===== config.mk =====
export PLATFORM = sky130hd
export DESIGN_NAME = int_arb
export DESIGN_NICKNAME = d
export VERILOG_FILES = /design/src/rtl/int_arb.sv
export SDC_FILE = /design/constraint.sdc
export NUM_CORES = 1
export LEC_CHECK = 0
export CAP_MARGIN = 5
export CORE_ASPECT_RATIO = 0.6
export CORE_MARGIN = 2
export CORE_UTILIZATION = 55
export CTS_BUF_LIST = sky130_fd_sc_hd__clkbuf_16
export DETAILED_ROUTE_END_ITERATION = 8
export PLACE_DENSITY = 0.85
export SLEW_MARGIN = 20
export SYNTH_ARGS = -nofsm -noshare
export SYNTH_HDL_FRONTEND = slang
export SYNTH_SLANG_ARGS = --single-unit

===== constraint.sdc =====
create_clock -name clk -period 10.3 [get_ports clk]
set_input_delay 3.09 -clock clk [delete_from_list [all_inputs] [get_ports clk]]
set_output_delay 3.09 -clock clk [all_outputs]
set_load 0.01 [all_outputs]

===== src/rtl/int_arb.sv =====
// int_arb: interrupt arbiter feeding the LC-3 interrupt controller's vector/priority inputs.
// Define INT_ARB_RR_EN for round-robin tie-breaking among equal priorities (default: lowest index wins).
module int_arb #(
    parameter int NUM_SRC = 4,
    parameter int SRC_W   = 2
) (
    input  logic               clk,
    input  logic               rst,
    input  logic [NUM_SRC-1:0] src_req,
    input  logic               cfg_wr_en,
    input  logic [SRC_W-1:0]   cfg_sel,
    input  logic [15:0]        bus,
    input  logic               int_ack,
    output logic               int_req,
    output logic [7:0]         int_vec,
    output logic [2:0]         int_priority,
    output logic [SRC_W-1:0]   int_src,
    output logic [NUM_SRC-1:0] pending
);

    typedef enum logic [1:0] {IDLE, ARB, PRESENT} state_t;

    state_t                    state_q, state_d;
    logic [NUM_SRC-1:0]        en_q, en_d;
    logic [NUM_SRC-1:0][2:0]   pri_q, pri_d;
    logic [NUM_SRC-1:0][7:0]   vec_q, vec_d;
    logic [NUM_SRC-1:0]        req_prev_q, req_prev_d;
    logic [NUM_SRC-1:0]        pending_q, pending_d;
    logic                      int_req_q, int_req_d;
    logic [7:0]                int_vec_q, int_vec_d;
    logic [2:0]                int_pri_q, int_pri_d;
    logic [SRC_W-1:0]          int_src_q, int_src_d;

    logic [NUM_SRC-1:0]        req_set, req_clr, eligible;
    logic                      any_elig, win_elig, higher_exists;
    logic [2:0]                best_pri;
    logic [7:0]                best_vec;
    logic [SRC_W-1:0]          best_idx;
    logic                      unused_bus;

    assign unused_bus = ^bus[14:11];

`ifdef INT_ARB_RR_EN
    logic [SRC_W-1:0]          rr_ptr_q, rr_ptr_d;
`endif

    always_comb begin
        en_d       = en_q;
        pri_d      = pri_q;
        vec_d      = vec_q;
        req_clr    = '0;
        req_set    = src_req & ~req_prev_q;
        req_prev_d = src_req;
        for (int i = 0; i < NUM_SRC; i++) begin
            if (cfg_wr_en && cfg_sel == SRC_W'(i)) begin
                en_d[i]  = bus[15];
                pri_d[i] = bus[10:8];
                vec_d[i] = bus[7:0];
                if (!bus[15])
                    req_clr[i] = 1'b1;
            end
            if (state_q == PRESENT && int_ack && int_src_q == SRC_W'(i))
                req_clr[i] = 1'b1;
        end
        // A fresh edge wins over any clear hitting the same bit this cycle.
        pending_d = (pending_q & ~req_clr) | req_set;
    end

    always_comb begin
        eligible      = '0;
        win_elig      = 1'b0;
        higher_exists = 1'b0;
        for (int i = 0; i < NUM_SRC; i++) begin
            eligible[i] = pending_q[i] && en_q[i] && (pri_q[i] != 3'd0);
            if (eligible[i] && int_src_q == SRC_W'(i))
                win_elig = 1'b1;
            if (eligible[i] && int_src_q != SRC_W'(i) && pri_q[i] > int_pri_q)
                higher_exists = 1'b1;
        end
        any_elig = |eligible;
    end

`ifdef INT_ARB_RR_EN
    always_comb begin
        int idx;
        idx      = 0;
        best_pri = 3'd0;
        best_vec = 8'h00;
        best_idx = '0;
        // Strict '>' means the first hit in search order (from the pointer) wins ties.
        for (int k = 0; k < NUM_SRC; k++) begin
            idx = int'(rr_ptr_q) + k;
            if (idx >= NUM_SRC)
                idx = idx - NUM_SRC;
            if (eligible[idx] && pri_q[idx] > best_pri) begin
                best_pri = pri_q[idx];
                best_vec = vec_q[idx];
                best_idx = SRC_W'(idx);
            end
        end
        rr_ptr_d = rr_ptr_q;
        if (state_q == PRESENT && int_ack)
            rr_ptr_d = (int_src_q == SRC_W'(NUM_SRC - 1)) ? '0 : int_src_q + 1'b1;
    end
`else
    always_comb begin
        best_pri = 3'd0;
        best_vec = 8'h00;
        best_idx = '0;
        for (int i = 0; i < NUM_SRC; i++) begin
            if (eligible[i] && pri_q[i] > best_pri) begin
                best_pri = pri_q[i];
                best_vec = vec_q[i];
                best_idx = SRC_W'(i);
            end
        end
    end
`endif

    always_comb begin
        state_d   = state_q;
        int_req_d = int_req_q;
        int_vec_d = int_vec_q;
        int_pri_d = int_pri_q;
        int_src_d = int_src_q;
        case (state_q)
            IDLE: begin
                int_req_d = 1'b0;
                int_pri_d = 3'd0;
                if (any_elig)
                    state_d = ARB;
            end
            ARB: begin
                if (any_elig) begin
                    state_d   = PRESENT;
                    int_req_d = 1'b1;
                    int_vec_d = best_vec;
                    int_pri_d = best_pri;
                    int_src_d = best_idx;
                end else begin
                    state_d   = IDLE;
                    int_req_d = 1'b0;
                    int_pri_d = 3'd0;
                end
            end
            PRESENT: begin
                // Ack is checked first so it always beats preemption.
                if (int_ack || !win_elig) begin
                    state_d   = IDLE;
                    int_req_d = 1'b0;
                    int_pri_d = 3'd0;
                end else if (higher_exists) begin
                    state_d   = ARB;
                    int_req_d = 1'b0;
                    int_pri_d = 3'd0;
                end
            end
            default: begin
                state_d   = IDLE;
                int_req_d = 1'b0;
                int_pri_d = 3'd0;
            end
        endcase
    end

    always_ff @(posedge clk or posedge rst) begin
        if (rst) begin
            state_q    <= IDLE;
            en_q       <= '0;
            pri_q      <= '0;
            vec_q      <= '0;
            req_prev_q <= '0;
            pending_q  <= '0;
            int_req_q  <= 1'b0;
            int_vec_q  <= 8'h00;
            int_pri_q  <= 3'd0;
            int_src_q  <= '0;
`ifdef INT_ARB_RR_EN
            rr_ptr_q   <= '0;
`endif
        end else begin
            state_q    <= state_d;
            en_q       <= en_d;
            pri_q      <= pri_d;
            vec_q      <= vec_d;
            req_prev_q <= req_prev_d;
            pending_q  <= pending_d;
            int_req_q  <= int_req_d;
            int_vec_q  <= int_vec_d;
            int_pri_q  <= int_pri_d;
            int_src_q  <= int_src_d;
`ifdef INT_ARB_RR_EN
            rr_ptr_q   <= rr_ptr_d;
`endif
        end
    end

    assign int_req      = int_req_q;
    assign int_vec      = int_vec_q;
    assign int_priority = int_pri_q;
    assign int_src      = int_src_q;
    assign pending      = pending_q;

endmodule


==> results.yml, run 1 <==
placement:
  hpwl_um: 6400
  gp_congestion: 0.923
  dp_slack_ns: 4.54
  place_area_um2: 4170
  io_buffers: 39
  placed_cells: 442
sta:
  setup_violations: 0
  slew_headroom: 0.404
  worst_pin_slew_ns: 0.895
  rsz0062_at_grt: "no"
  slew_viol_final: 0
  clock_skew_ns: 0.00788
  hold_viol: 0
  timing.hold.ws_ns: 0.430
  min_period_ns: 5.80
  setup_ws_ns: 4.50
  finalCritPeriodShare: 0.563
  max_freq_mhz: 172
  fin_setup_tns_ns: 0
drt:
  drc: 0
  wl_met2_um: 4220
  vias: 2802
  top_layer: "met4"
  wirelength_um: 9210
  via_per_inst: 6.12
  wl_met3_um: 682
  drt-initial-drc-count: 181
  met1_length_um: 4200
  wire_per_inst_um: 20.1
  ant_nets: 0
  dr.pass1.iters: 5
clocking:
  clkSlewWorstSetupHoldPaths_ns: 0.06
  cts_tree: "done"
  clock_latency_ns: 0.34
  cts_buffer_depth: 2
  cts_sinks: 72
  numCtsBuffers: 9
  cts_max_level: 3
  cts_root_buffer: "clkbuf_16"
  cts_hold_buf: 0
  postCtsResizedCells: 0
  cts_setup_buffers: 0
setup_path:
  worstPathMaxFanout: 27
  worst-setup-path-type: "flop to flop"
  endpoint_kind: "flop"
  required_ns: 10.53
  setup.worst_path.start_class: "flop"
  arrival_ns: 6.03
power_and_ir_drop:
  intPower_mw: 0.742
  clockPowerShare: 0.262
  share_seq_of_total_power: 0.359
  finalPower_mw: 1.16
  switching_share: 0.361
  share_comb_of_total_power: 0.379
  switchingPower_mw: 0.419
  vdd.ir_drop.worst_mv: 0.100
  p_per_area_nw_per_um2: 260
  total_leakage_power_nw: 1.95
synth:
  synth.most_common_cell: "dfrtp_1"
  muxShareOfSynthArea: 0.160
  synth_warnings: 0
  syn-num-nets: 376
  async_reset_ff_frac: 1.00
  synth_top_family_by_area: "multiplexers"
  postSynthCellCount: 329
  yosys.area_share.xor_xnor: 0
  netlist.area_leader.share: 0.482
  synth-compound-area-share: 0.119
  avgSynthCellArea_um2: 11.4
  synthTopCellsByCount: "72 x dfrtp_1, 49 x mux2_2, 24 x nand3_1, 23 x nand2_1"
  synth_area_leaders: "dfrtp_1 48%, mux2_2 15%, ha_1 7.0%"
  synthAdderAreaFrac: 0.0704
  netlist_area_um2: 3730
  ys_types: 44
  synthSimpleGateAreaFrac: 0.124
  yosysSeqAreaShare: 0.482
  yosys.area.top_type: "dfrtp_1"
  synth_flop_cell: "dfrtp_1"
  ys_seq_elements: 72
  synth-edff-count: 0
floorplan:
  die_y_um: 67.8
  dieWidth_um: 110
  pin_count: 44
  rows: 23
  start_util: 0.564
  coreArea_um2: 6620
  die-area_um2: 7490
layout:
  nets: 413
  num_antenna_cells: 0
  final_area_um2: 4460
  drive_gt1_frac: 0.197
  utilization: 0.674
  areaGrowthSynthToFinish_pct: 19.4
  stdcell_count: 458
grt:
  grt_max_degree: 73
  grt_pass1_vias: 2831
  grt_use_total: 0.269
  gr-total-overflow: 0
  grt_pass1_wl_um: 14600
  antenna_found_initial: 0
hold_path:
  hold_path_class: "flop to flop"
run_status:
  status: "finished clean"
job:
  maxCapViolCount: 0
[power by group through the flow]
stage / combinational [mW] / sequential, mW / clock (mW)
floorplan: 0.290 / 0.409 / 0
global placement: 0.404 / 0.415 / 0
detailed placement: 0.432 / 0.419 / 0
CTS: 0.436 / 0.415 / 0.308
global route: 0.481 / 0.426 / 0.319
finish: 0.440 / 0.417 / 0.304
[critical path: stages, from the launching register on]
cell and delay [ns]:
dfrtp_1 0.43, o311a_4 0.49, nand2_1 0.13, ha_1 0.24
nor2b_1 0.13, o21a_1 0.18, o211ai_2 0.55, mux2_2 0.43
ha_1 0.31, nor2b_1 0.15, o21a_1 0.17, o21ai_1 0.12
buf_4 0.29, nand2_1 0.15, o21ai_0 0.11, ha_1 0.27
nor2b_1 0.14, o21a_1 0.17, o21a_1 0.39, inv_1 0.21
nand2_1 0.27, o311ai_1 0.37
[sequential cells by signal, summed over array words and instances (netlist names)]
signal        cells
int_req           1
req_prev_q        4
int_vec           8
en_q              4
pending           4
vec_q            32
state_q           2
int_src           2
int_priority      3
pri_q            12
[cells by family (layout without fill, tap and decap cells)]
family / after synthesis / after routing
simple gates: 93 / 93
fa+ha+maj: 21 / 21
compound gates: 54 / 54
buf+inv: 36 / 78
mux: 53 / 53
flops: 72 / 72
[final cells by class]
class,count,area (um^2)
clock buffer,9,225
clock inverter,7,62.6
fill,499,2160
inverter,21,78.8
multi-input combinational,221,1780
sequential,72,1800
tap,87,109
timing repair buffer,41,405
[layer usage]
| metal | up-vias | global-route usage |
|---|---|---|
| li1 | 1271 | - |
| met1 | 1391 | 0.374 |
| met2 | 124 | 0.425 |
| met3 | 16 | 0.0686 |
| met4 | 0 | 0.0719 |
| met5 | - | 0 |
[layout by cell type, fill, tap and decap left out, types with 2 or more instances in the layout]
master / instances
dfrtp_1: 72
mux2_2: 49
clkdlybuf4s50_1: 39
nand3_1: 24
nand2_1: 23
inv_1: 21
ha_1: 21
nor2_1: 13
o21ai_0: 11
and3_1: 11
clkbuf_16: 9
o311ai_1: 8
nor3_1: 7
nor2b_1: 6
o21a_1: 4
a31oi_1: 4
a21oi_1: 4
nand3b_1: 3
mux2i_1: 3
a21o_1: 3
a221o_1: 3
o311a_4: 2
a211oi_1: 2
o221ai_1: 2
o22ai_1: 2
clkinv_1: 2
buf_4: 2
[final timing paths]
check,start,endpoint,slack (ns),cells past startpoint
max,pri_q[2],int_vec[0],4.50,21
min,req_prev_q[2],pending[2],0.43,1
max reg2reg,pri_q[2],int_vec[0],4.50,21
min reg2reg,req_prev_q[2],pending[2],0.43,1
max in group asynchronous,rst,vec_q[9],6.37,3
min in group asynchronous,rst,req_prev_q[2],3.32,3
No activity file was read; power rests on OpenSTA's default activity.
==> run 2: changes to the inputs <==
- clock period: 10.3 -> 5.35 ns (I/O delays scaled with it)
==> run 2 against run 1 <==
Compared with the run above:
- flip-flop and latch count did not move
- critical path depth did not move
- via count rose by 1.7%
- core utilization rose by 0.45 points
- clock power rose by 96%
- final cell count rose by 0.66%
- non-clock buffer count rose by 3
- critical endpoint unchanged
==> results.yml, run 2 (synthesis gave the netlist of run 1 again) <==
run_status:
  status: "finished clean"
setup_path:
  required_ns: 5.57
  worst-path-buf-inv: 2
  slowest_stage: "o311a_4"
  worst-setup-path-type: "flop to flop"
  cpMostUsedCell: "o21a_1"
  path_cells: "o311a_4, nand2_1, ha_1, nor2b_1, o21a_1, o211ai_2, mux2_2, ha_1, nor2b_1, o21a_1, o21ai_1, buf_4, nor2_1, a21oi_1, ha_1, nor2b_1, o21a_1, o21a_1, inv_1, nand2_1, o311ai_1"
  setup.worst_path.start_class: "flop"
  max_stage_delay_ns: 0.49
  worst-r2r-setup-slack_ns: 0.34
  cpLargestDelayFamily: "compound AO/OA/AOI/OAI gates"
  endpoint_kind: "flop"
  reg2regPathDepth: 21
  worstPathMaxFanout: 16
  r2r-end: "int_vec[0]"
  arrival_ns: 5.23
  r2r-start: "pri_q[2]"
clocking:
  cts_setup_buffers: 0
  clkSlewWorstSetupHoldPaths_ns: 0.06
  cts_tree: "done"
  cts_max_level: 3
  postCtsResizedCells: 0
  cts_root_buffer: "clkbuf_16"
  numCtsBuffers: 9
  cts_sinks: 72
  cts_hold_buf: 0
  clock_latency_ns: 0.33
  cts_buffer_depth: 2
layout:
  fillers: 496
  nets: 416
  final_area_um2: 4490
  areaGrowthSynthToFinish_pct: 20.2
  mostFrequentLayoutCells: "72 x dfrtp_1, 49 x mux2_2, 39 x clkdlybuf4s50_1, 24 x nand3_1, 23 x nand2_1"
  drive_gt1_frac: 0.209
  stdcell_count: 461
  num_antenna_cells: 0
  final_common_cell: "dfrtp_1"
  largest_register_ffs: 32
  largest_register: "vec_q"
placement:
  hpwl_um: 6360
  place_area_um2: 4190
  placed_cells: 445
  io_buffers: 39
  dp_slack_ns: 0.412
  gp_congestion: 0.929
floorplan:
  die-area_um2: 7490
  coreArea_um2: 6620
  dieWidth_um: 110
  die_y_um: 67.8
  start_util: 0.564
  pin_count: 44
  rows: 23
drt:
  drc: 0
  vias: 2851
  wire_per_inst_um: 19.8
  via_per_inst: 6.18
  wirelength_um: 9150
  dr.pass1.iters: 5
  ant_nets: 0
  drt-initial-drc-count: 189
sta:
  fin_setup_tns_ns: 0
  rsz0062_at_grt: "no"
  max_freq_mhz: 200
  slew_viol_final: 0
  setup_ws_ns: 0.339
  min_period_ns: 5.01
  slew_headroom: 0.458
  hold_viol: 0
  setup_violations: 0
  finalCritPeriodShare: 0.937
  worst_pin_slew_ns: 0.810
  clock_skew_ns: 0.00694
hold_path:
  holdPathStages: 1
  hold_path_end: "pending[2]"
  hold_start: "req_prev_q[2]"
  hold_path_class: "flop to flop"
grt:
  grt_pass1_wl_um: 14800
  grt_use_total: 0.270
  grt_pass1_vias: 2903
  antenna_found_initial: 0
  gr-total-overflow: 0
  grt_max_degree: 50
power_and_ir_drop:
  vdd.ir_drop.worst_mv: 0.266
  finalPower_mw: 2.26
  total_leakage_power_nw: 1.97
  p_per_area_nw_per_um2: 503
job:
  maxCapViolCount: 0
-- run 2: changes by cell type in the layout (fill, tap and decap cells not counted), sizes merged --
cell / previous run / this run
buf: 2 / 5
clkinv: 3 / 5
clkinvlp: 1 / 0
inv: 23 / 22
-- run 2: worst max path at each step --
stage,from,to,slack [ns],cells after the start
floorplan,pri_q[2],int_priority[2],0.64,21
detailed placement,pri_q[2],int_vec[2],0.41,21
global placement,pri_q[2],int_vec[5],0.62,21
finish,pri_q[2],int_vec[0],0.34,21
CTS,pri_q[2],int_vec[0],0.39,21
global route,pri_q[2],int_vec[1],0.1,21
-- run 2: final cells by class --
class / instances / area, um^2 / area share
Clock buffer: 9 / 225 / 0.0502
Clock inverter: 7 / 70.1 / 0.0156
Sequential cell: 72 / 1800 / 0.401
Multi-Input combinational cell: 221 / 1780 / 0.396
Inverter: 21 / 78.8 / 0.0176
Timing Repair Buffer: 44 / 428 / 0.0953
Tap cell: 87 / 109 / 0.0242
-- run 2: per-layer routing --
metal  part of all wire  global-route usage  up-vias
met3              0.083              0.0905        9
met1               0.46               0.380     1439
met5                  0                   0        -
met2               0.45               0.403      122
met4             0.0061              0.0766        0
li1                   -                   -     1281
-- run 2: through the flow --
stage,hold WS [ns],util
detailed placement,0.407,0.633
finish,0.414,0.678
CTS,0.416,0.678
global placement,0.407,0.633
floorplan,0.400,-
global route,0.443,0.678
-- run 2: where the power goes --
group          internal (mW)  total [mW]  switching [mW]
registers              0.674       0.803           0.129
logic                  0.409       0.860           0.451
clock network          0.361       0.596           0.235
total                   1.44        2.26           0.815
==> run 3: changes to the inputs <==
- SLEW_MARGIN: 20 -> not set
==> run 3 against run 2 <==
Compared with the run above:
- flip-flop and latch count unchanged
- count of clock-buffer cells in the layout unchanged
- sequential share of layout area up 0.056 points
- hold slack about the same
- core utilization down 0.094 points
- power about the same
- global-route usage unchanged
- maximum frequency about the same
- combinational power about the same
- clock power about the same
- critical endpoint unchanged
- highest routed layer unchanged
==> results.yml, run 3 (synthesis gave the netlist of run 1 again) <==
clocking:
  numCtsBuffers: 9
  clock_latency_ns: 0.33
  cts_buffer_depth: 2
  cts_hold_buf: 0
  cts_sinks: 72
  cts_max_level: 3
  cts_tree: "done"
  postCtsResizedCells: 0
  cts_root_buffer: "clkbuf_16"
  clkSlewWorstSetupHoldPaths_ns: 0.06
  cts_setup_buffers: 0
drt:
  vias: 2840
  wirelength_um: 9150
  wire_per_inst_um: 19.9
  drc: 0
  dr.pass1.iters: 5
  ant_nets: 0
  drt-initial-drc-count: 188
  via_per_inst: 6.16
grt:
  antenna_found_initial: 0
  grt_use_total: 0.270
  grt_pass1_vias: 2903
  grt_pass1_wl_um: 14800
  grt_max_degree: 50
  gr-total-overflow: 0
placement:
  placed_cells: 445
  io_buffers: 39
  hpwl_um: 6360
  gp_congestion: 0.929
  dp_slack_ns: 0.412
  place_area_um2: 4190
power_and_ir_drop:
  share_comb_of_total_power: 0.381
  finalPower_mw: 2.26
  switching_share: 0.361
  switchingPower_mw: 0.814
  clockPowerShare: 0.264
  p_per_area_nw_per_um2: 503
  total_leakage_power_nw: 1.97
  share_seq_of_total_power: 0.356
  intPower_mw: 1.44
  vdd.ir_drop.worst_mv: 0.265
layout:
  areaGrowthSynthToFinish_pct: 20.1
  mostFrequentLayoutCells: "72 x dfrtp_1, 49 x mux2_2, 39 x clkdlybuf4s50_1, 24 x nand3_1, 23 x nand2_1"
  largest_register_ffs: 32
  stdcell_count: 461
  fillers: 497
  nets: 416
  final_area_um2: 4480
  largest_register: "vec_q"
  drive_gt1_frac: 0.209
  final_common_cell: "dfrtp_1"
  num_antenna_cells: 0
  utilization: 0.678
hold_path:
  hold_path_class: "flop to flop"
sta:
  clock_skew_ns: 0.00681
  slew_headroom: 0.181
  rsz0062_at_grt: "no"
  max_freq_mhz: 200
  slew_viol_final: 0
  hold_viol: 0
  worst_pin_slew_ns: 1.22
  timing.hold.ws_ns: 0.414
  setup_violations: 0
  min_period_ns: 5.01
  finalCritPeriodShare: 0.936
  setup_ws_ns: 0.341
  fin_setup_tns_ns: 0
floorplan:
  die-area_um2: 7490
  die_y_um: 67.8
  pin_count: 44
  start_util: 0.564
  coreArea_um2: 6620
  rows: 23
  dieWidth_um: 110
job:
  maxCapViolCount: 0
setup_path:
  arrival_ns: 5.23
  endpoint_kind: "flop"
  worst-setup-path-type: "flop to flop"
  required_ns: 5.57
  worstPathMaxFanout: 16
  setup.worst_path.start_class: "flop"
run_status:
  status: "finished clean"
==> run 3: cell counts in the layout (fill, tap and decap cells not counted) <==
Identical to the previous run, type by type.
==> run 3: worst paths after layout <==
| path | slack (ns) | startpoint | endpoint | cells after the start |
|---|---|---|---|---|
| worst max-delay path | 0.34 | pri_q[2] | int_vec[0] | 21 |
| worst min-delay path | 0.41 | req_prev_q[2] | pending[2] | 1 |
| worst max register to register | 0.34 | pri_q[2] | int_vec[0] | 21 |
| worst min register to register | 0.41 | req_prev_q[2] | pending[2] | 1 |
| max in group asynchronous | 2.74 | rst | int_req | 3 |
| min in group asynchronous | 1.62 | rst | req_prev_q[2] | 2 |
==> run 3: final cells by class <==
type	instances	area, um^2	area share
flip-flops and latches	72	1800	0.402
well taps	87	109	0.0243
clock buffers	9	225	0.0502
multi-input cells	221	1770	0.395
repair buffers	44	428	0.0954
clock inverters	7	70.1	0.0156
inverters	21	78.8	0.0176
==> run 3: worst max-delay path: stages, from the launching register on <==
cell	delay (ns)
dfrtp_1	0.43
o311a_4	0.49
nand2_1	0.12
ha_1	0.24
nor2b_1	0.13
o21a_1	0.19
o211ai_2	0.27
mux2_2	0.39
ha_1	0.28
nor2b_1	0.13
o21a_1	0.16
o21ai_1	0.23
buf_4	0.27
nor2_1	0.09
a21oi_1	0.16
ha_1	0.17
nor2b_1	0.05
o21a_1	0.16
o21a_1	0.18
inv_1	0.09
nand2_1	0.24
o311ai_1	0.40
==> run 3: per-layer routing <==
layer | track usage | share of wire | up-vias
met1 | 0.380 | 0.46 | 1430
met2 | 0.403 | 0.45 | 120
li1 | - | - | 1281
met5 | 0 | 0 | -
met4 | 0.0766 | 0.0061 | 0
met3 | 0.0905 | 0.082 | 9
==> run 3: power groups by stage <==
stage	clock network (mW)	logic, mW	registers [mW]
2_1_floorplan	0	0.558	0.787
3_3_place_gp	0	0.794	0.797
3_5_place_dp	0	0.840	0.806
4_1_cts	0.602	0.852	0.799
5_1_grt	0.626	0.951	0.816
6_report	0.595	0.859	0.803
